## src/rtl/id_exe_pipe_reg.sv

```systemverilog
// ID->EXE stage register: decoded control, operands and immediates for the EXE stage.
// Latency 1 cycle; freeze holds contents, flush loads a zeroed bubble and counts it.
// No backpressure out: freeze is the only stall and it simply holds contents in place.
module id_exe_pipe_reg #(
    parameter int WORD_W     = 32,
    parameter int REG_ADDR_W = 4,
    parameter int CNT_W      = 16
) (
    input  logic                  clk,
    input  logic                  rst,
    input  logic                  freeze,
    input  logic                  flush,
    input  logic                  valid_in,
    input  logic                  wb_en_in,
    input  logic                  mem_read_en_in,
    input  logic                  mem_write_en_in,
    input  logic                  b_in,
    input  logic                  s_in,
    input  logic [3:0]            exe_cmd_in,
    input  logic [WORD_W-1:0]     pc_in,
    input  logic [WORD_W-1:0]     val_rn_in,
    input  logic [WORD_W-1:0]     val_rm_in,
    input  logic                  imm_in,
    input  logic [11:0]           shift_operand_in,
    input  logic [23:0]           simm24_in,
    input  logic [REG_ADDR_W-1:0] dest_in,
    input  logic [REG_ADDR_W-1:0] src1_in,
    input  logic [REG_ADDR_W-1:0] src2_in,
    input  logic [3:0]            sr_in,
    output logic                  valid_out,
    output logic                  wb_en_out,
    output logic                  mem_read_en_out,
    output logic                  mem_write_en_out,
    output logic                  b_out,
    output logic                  s_out,
    output logic [3:0]            exe_cmd_out,
    output logic [WORD_W-1:0]     pc_out,
    output logic [WORD_W-1:0]     val_rn_out,
    output logic [WORD_W-1:0]     val_rm_out,
    output logic                  imm_out,
    output logic [11:0]           shift_operand_out,
    output logic [23:0]           simm24_out,
    output logic [REG_ADDR_W-1:0] dest_out,
    output logic [REG_ADDR_W-1:0] src1_out,
    output logic [REG_ADDR_W-1:0] src2_out,
    output logic [3:0]            sr_out,
    output logic [CNT_W-1:0]      bubble_count
);

    typedef struct packed {
        logic                  valid;
        logic                  wb_en;
        logic                  mem_read_en;
        logic                  mem_write_en;
        logic                  b;
        logic                  s;
        logic [3:0]            exe_cmd;
        logic [WORD_W-1:0]     pc;
        logic [WORD_W-1:0]     val_rn;
        logic [WORD_W-1:0]     val_rm;
        logic                  imm;
        logic [11:0]           shift_operand;
        logic [23:0]           simm24;
        logic [REG_ADDR_W-1:0] dest;
        logic [REG_ADDR_W-1:0] src1;
        logic [REG_ADDR_W-1:0] src2;
        logic [3:0]            sr;
    } stage_t;

    stage_t           stage_d;
    stage_t           stage_q;
    logic [CNT_W-1:0] count_inc;

    assign stage_d = {valid_in, wb_en_in, mem_read_en_in, mem_write_en_in, b_in, s_in,
                      exe_cmd_in, pc_in, val_rn_in, val_rm_in, imm_in, shift_operand_in,
                      simm24_in, dest_in, src1_in, src2_in, sr_in};

    // Saturating increment: the counter sticks at all-ones instead of wrapping.
    assign count_inc = (bubble_count == '1) ? bubble_count : bubble_count + CNT_W'(1);

    always_ff @(posedge clk) begin
        if (rst) begin
            stage_q      <= '0;
            bubble_count <= '0;
        end else if (flush) begin
            stage_q      <= '0;
            bubble_count <= count_inc;
        end else if (!freeze) begin
            stage_q <= stage_d;
            if (!valid_in)
                bubble_count <= count_inc;
        end
    end

    assign valid_out         = stage_q.valid;
    assign wb_en_out         = stage_q.wb_en;
    assign mem_read_en_out   = stage_q.mem_read_en;
    assign mem_write_en_out  = stage_q.mem_write_en;
    assign b_out             = stage_q.b;
    assign s_out             = stage_q.s;
    assign exe_cmd_out       = stage_q.exe_cmd;
    assign pc_out            = stage_q.pc;
    assign val_rn_out        = stage_q.val_rn;
    assign val_rm_out        = stage_q.val_rm;
    assign imm_out           = stage_q.imm;
    assign shift_operand_out = stage_q.shift_operand;
    assign simm24_out        = stage_q.simm24;
    assign dest_out          = stage_q.dest;
    assign src1_out          = stage_q.src1;
    assign src2_out          = stage_q.src2;
    assign sr_out            = stage_q.sr;

endmodule

```

## config.mk

```make
export PLATFORM = sky130hd
export DESIGN_NAME = id_exe_pipe_reg
export DESIGN_NICKNAME = d
export VERILOG_FILES = /design/src/rtl/id_exe_pipe_reg.sv
export SDC_FILE = /design/constraint.sdc
export NUM_CORES = 1
export LEC_CHECK = 0
export CAP_MARGIN = 20
export CORE_AREA = 2 2 130 132
export CTS_CLUSTER_SIZE = 24
export DETAILED_ROUTE_END_ITERATION = 12
export DIE_AREA = 0 0 132 134
export MAX_ROUTING_LAYER = met4
export PLACE_DENSITY = 0.89
export RECOVER_POWER = 50
export SLEW_MARGIN = 30
export SYNTH_ARGS = -nofsm -noshare
export SYNTH_HDL_FRONTEND = slang
export SYNTH_SLANG_ARGS = --single-unit
```

## constraint.sdc

```tcl
create_clock -name clk -period 4.05 [get_ports clk]
set_clock_uncertainty 0.2 [all_clocks]
set_input_delay 1.0125 -clock clk [delete_from_list [all_inputs] [get_ports clk]]
set_output_delay 1.0125 -clock clk [all_outputs]
set_load 0.005 [all_outputs]
```

; Yosys cells after proc, flatten, opt, wreduce, memory -nomap -nowiden
; Cells that the tools add are included.
; Widths: inputs -> output; s select.
[totals]
mem_bits_ro = 0
reg_bits = 175
latchBits = 0
output_inout_bits = 175
n_memories = 0
ramBits = 0
[classes]
bitwise_logic = 0
mul = 0
order_cmp = 0
add_sub_neg = 1
shifts = 0
reduce_logical = 2
n_mux = 4
n_div = 0
eq_ne = 3
[op_table]
columns = op, n
row1 = $mux 16, 4
row2 = $add 16x1->16 const B, 1
row3 = $eq 16x16->1 const B, 1
row4 = $ne 2x1->1 const B, 1
row5 = $ne 2x2->1 const B, 1
row6 = $reduce_and 2->1, 1
row7 = $reduce_or 2->1, 1

; Longest topological paths before layout
[logic_depth]
word_depth = 5
mapped_depth = 6
ltp_nobuf = 5

; Worst setup path before layout
; OpenSTA, ideal clock, no wires.
[synth_path]
path_kind = input-to-reg
from = input freeze
to = register bubble_count[10]
t_arrival_ns = 2.371
stages = 6
t_required_ns = 3.780
slack_ns = 1.409
path_cell_list = buf_2 o21ba_1 or3_1 clkbuf_1 or4_1 a21oi_1
[synth_between]
elab_chain_cells = 2
[synth_rtl]
columns = item, line_no
row1 = start: declaration, 11  ; input logic freeze,
row2 = $ne 2x1->1 (no line), n/a
row3 = $reduce_and 2->1 (no line), n/a
row4 = end signal: assignment, 87  ; bubble_count <= count_inc;
row5 = end signal: assignment, 91  ; bubble_count <= count_inc;
row6 = end: declaration, 47  ; output logic [CNT_W-1:0] bubble_count
; No other way between the ends.
; A chain may end at the register's enable or synchronous reset.

; Worst setup path after layout
[layout_path]
from = input rst
to = register stage_q (netlist bit val_rm_out[10])
[layout_between]
elab_chain_cells = 1
[layout_rtl]
columns = item, line_no
row1 = start: declaration, 10  ; input logic rst,
row2 = $reduce_or 2->1 (no line), n/a
row3 = end signal: assignment, 89  ; stage_q <= stage_d;
row4 = end: declaration, 71  ; stage_t stage_q;
; No other way between the ends.

==> results.txt <==
Status: complete, but fails checks
Failing checks: capacitance limit, slew limit
Sw power: 0.938 mW
Logic pwr share: 0.120
Hold Path Stages: 2
Number of nets in the layout: 1095
HP Class: flip-flop to flip-flop
Ranking of synthesized cells by area: dfxtp_1 (55%), mux2i_1 (25%), nor2_1 (9.6%)
Hold worst-path end: val_rn_out[15]
CTS Sinks: 175
Sequential cell area fraction in the yosys report: 0.554
DRT iter0 DRCs: 224
CP arrival: 3.25 ns
First-pass GRT wire length: 28700 µm
Endpoints failing setup: 0
Routed wl met2: 9150 µm
Vias in the first global route: 5582
Syn Nets: 773
Clock power share: 0.432
Post-synth EDFFs: 0
Gp weighted congestion: 0.809
Root Driver: clkbuf_16
Setup bufs post-CTS: 0
Main synth FF type: dfxtp_1
Post-synthesis cell count: 609
HPWL Detailed: 13500 µm
Setup crit end kind: flip-flop
Synthesized area: 6320 µm²
Post-cts gate resize count: 0
Number of port buffers: 337
Avg Cell Area, Syn: 10.4 µm²
Crit Path Category: input port to flip-flop
Crit Path Max Fanout: 69
RSZ-0062 raised after global routing: no
Met1 Routed Length: 7210 µm
Max-slew violation count: 58
Sw Ratio: 0.233
Vias/cell: 4.83
Tcrit/Tclk final: 0.791
Top delay family on crit path: buffers and inverters
Leak: 4.26 nW
Max-Cap Viols: 1
Placed Cells: 1132
CTS Buf Count: 17
Clock transition at path regs: 0.07 ns
Register Area: 3500 µm²
Total track usage: 0.211
DRT Wirelength: 18600 µm
Sequential power share: 0.449
Buffers plus inverters on the worst setup path: 3
Max clock buf depth: 2
# IOs: 338
Reg-to-reg startpoint: bubble_count[0]
Die Y: 134 µm
Worst rel slew slack: -0.257
Full die area: 17700 µm²
CP Cell Sequence: dlygate4sd3_1, buf_4, or2_0, clkbuf_2, nor2_1
Library cells used by synthesis: 28
Highest routed layer: met4
Flop2flop setup slack: 1.57 ns
Min-delay src: val_rn_out[15]
DIE WIDTH: 132 µm
Post-synth top cells: dfxtp_1 (175), nor2_1 (162), mux2i_1 (160)
Layout area overhead: 66.2%
Slowest CP cell: clkbuf_2
Worst EP required: 4.10 ns
End of the worst register-to-register path: bubble_count[0]
Drt wl/cell: 15.9 µm
Fin util: 0.645
Async set or reset register ratio after synthesis: 0
Standard-cell rows: 47
P_int: 3.08 mW
R2R cell count: 5
Non-Filler Instances: 1165
Synth top area share: 0.554
Startpoint Class: input port
H-tree Lvls: 4
Final setup TNS: 0 ns
Latest clock arrival within the worst-skew pair: 0.42 ns
DRT Pass-1 Iters: 5
Worst vdd rail ir drop: 0.246 mV
Initial core utilization: 0.388
Flip-flop and latch count after synthesis: 175
Yosys Warn Count: 0
Worst-margin pin slew: 1.88 ns
Fin crit period: 3.20 ns
Final hold vios: 0
Multi-input gate area: 2660 µm²
Most common cell in the netlist: dfxtp_1
Post-route ant nets: 0
Crit-path max cell delay: 1.03 ns
Fill count: 1289
Initial antenna violation count: 1
Synth area leader: dfxtp_1
Met3 wire len: 1570 µm
Pwr dens: 383 nW/µm²
Core area: 16300 µm²
Pin count of the biggest net entering global routing: 91
Fmax: 312 MHz
CTS tree: yes
Vias: 5630
Share of cells above drive strength 1: 0.0413
DRC violations left: 0
Number of hold buffers added after cts: 0
Grt ovf: 0
-- final cells by class --
class / count / area share
inverter: 1 / 0.000357
multi-input combinational: 394 / 0.253
tap: 220 / 0.0262
antenna: 1 / 0.000238
sequential: 175 / 0.333
clock buffer: 17 / 0.0405
timing repair buffer: 342 / 0.327
clock inverter: 15 / 0.0192
-- worst min-delay path: stages (launching register included) --
cell and delay (ns):
dfxtp_1 0.32, mux2i_1 0.06, nor2_1 0.07
-- worst max path at each step --
stage / cells after the start / startpoint / slack (ns) / endpoint
floorplan: 6 / freeze / 1.41 / bubble_count[10]
global placement: 5 / valid_in / 1.0 / bubble_count[15]
detailed placement: 5 / valid_in / 0.93 / bubble_count[15]
CTS: 5 / valid_in / 1.28 / bubble_count[13]
global route: 5 / rst / 0.64 / simm24_out[9]
finish: 5 / rst / 0.85 / val_rm_out[10]
-- registers in the layout, indices dropped and copies added (netlist names) --
signal,flops
mem_write_en_out,1
b_out,1
val_rn_out,32
val_rm_out,32
src1_out,4
pc_out,32
valid_out,1
s_out,1
src2_out,4
dest_out,4
bubble_count,16
simm24_out,24
exe_cmd_out,4
wb_en_out,1
shift_operand_out,12
mem_read_en_out,1
imm_out,1
sr_out,4
-- routing by layer --
metal / vias to the layer above / track usage
met5: - / -
met4: 0 / 0.0942
met3: 42 / 0.0741
met2: 254 / 0.356
met1: 2622 / 0.223
li1: 2712 / -
-- cell families after synthesis --
family	count (synthesis)	synth area share
and+or+nand+nor	202	0.136
DFF	175	0.554
muxes	161	0.255
buffers and inverters	40	0.0241
AOI/OAI and AO/OA	30	0.0291
adders and majority gates	1	0.00198
-- power groups by stage --
stage	sequential (mW)	combinational, mW	clock [mW]
2_1_floorplan	1.85	0.175	0
3_3_place_gp	1.84	0.474	0
3_5_place_dp	1.84	0.483	0
4_1_cts	1.81	0.486	1.78
5_1_grt	1.81	0.516	1.86
6_report	1.81	0.481	1.74
-- metrics by stage --
stage          power (mW)  hold WS [ns]  instance area (µm²)  setup slack (ns)
5_1_grt              4.18         0.314                10500             0.642
2_1_floorplan        2.02         0.286                 6320              1.41
3_5_place_dp         2.33         0.284                 9900             0.934
3_3_place_gp         2.31         0.272                 9900             0.997
4_1_cts              4.07         0.300                10500              1.28
6_report             4.02         0.289                10500             0.846
-- layout by cell type (no fill, tap or decap), drive strengths merged --
cell           count
nand2              6
nand3              4
or2                1
clkinvlp           3
buf                3
diode              1
mux2               1
a21oi             13
nand4              6
o21bai             2
dlygate4sd3       12
clkdlybuf4s50    324
ha                 1
clkinv             2
o41ai              1
nor3               2
mux2i            160
nor4               1
bufinv             3
a311oi             1
or3                6
o21ai              5
or4                6
o31ai              6
dfxtp            175
nor2b              1
and4               3
nor2             162
clkbuf            20
o21ba              1
inv                8
nand2b             4
a31oi              1
No activity file was read; power rests on OpenSTA's default activity.
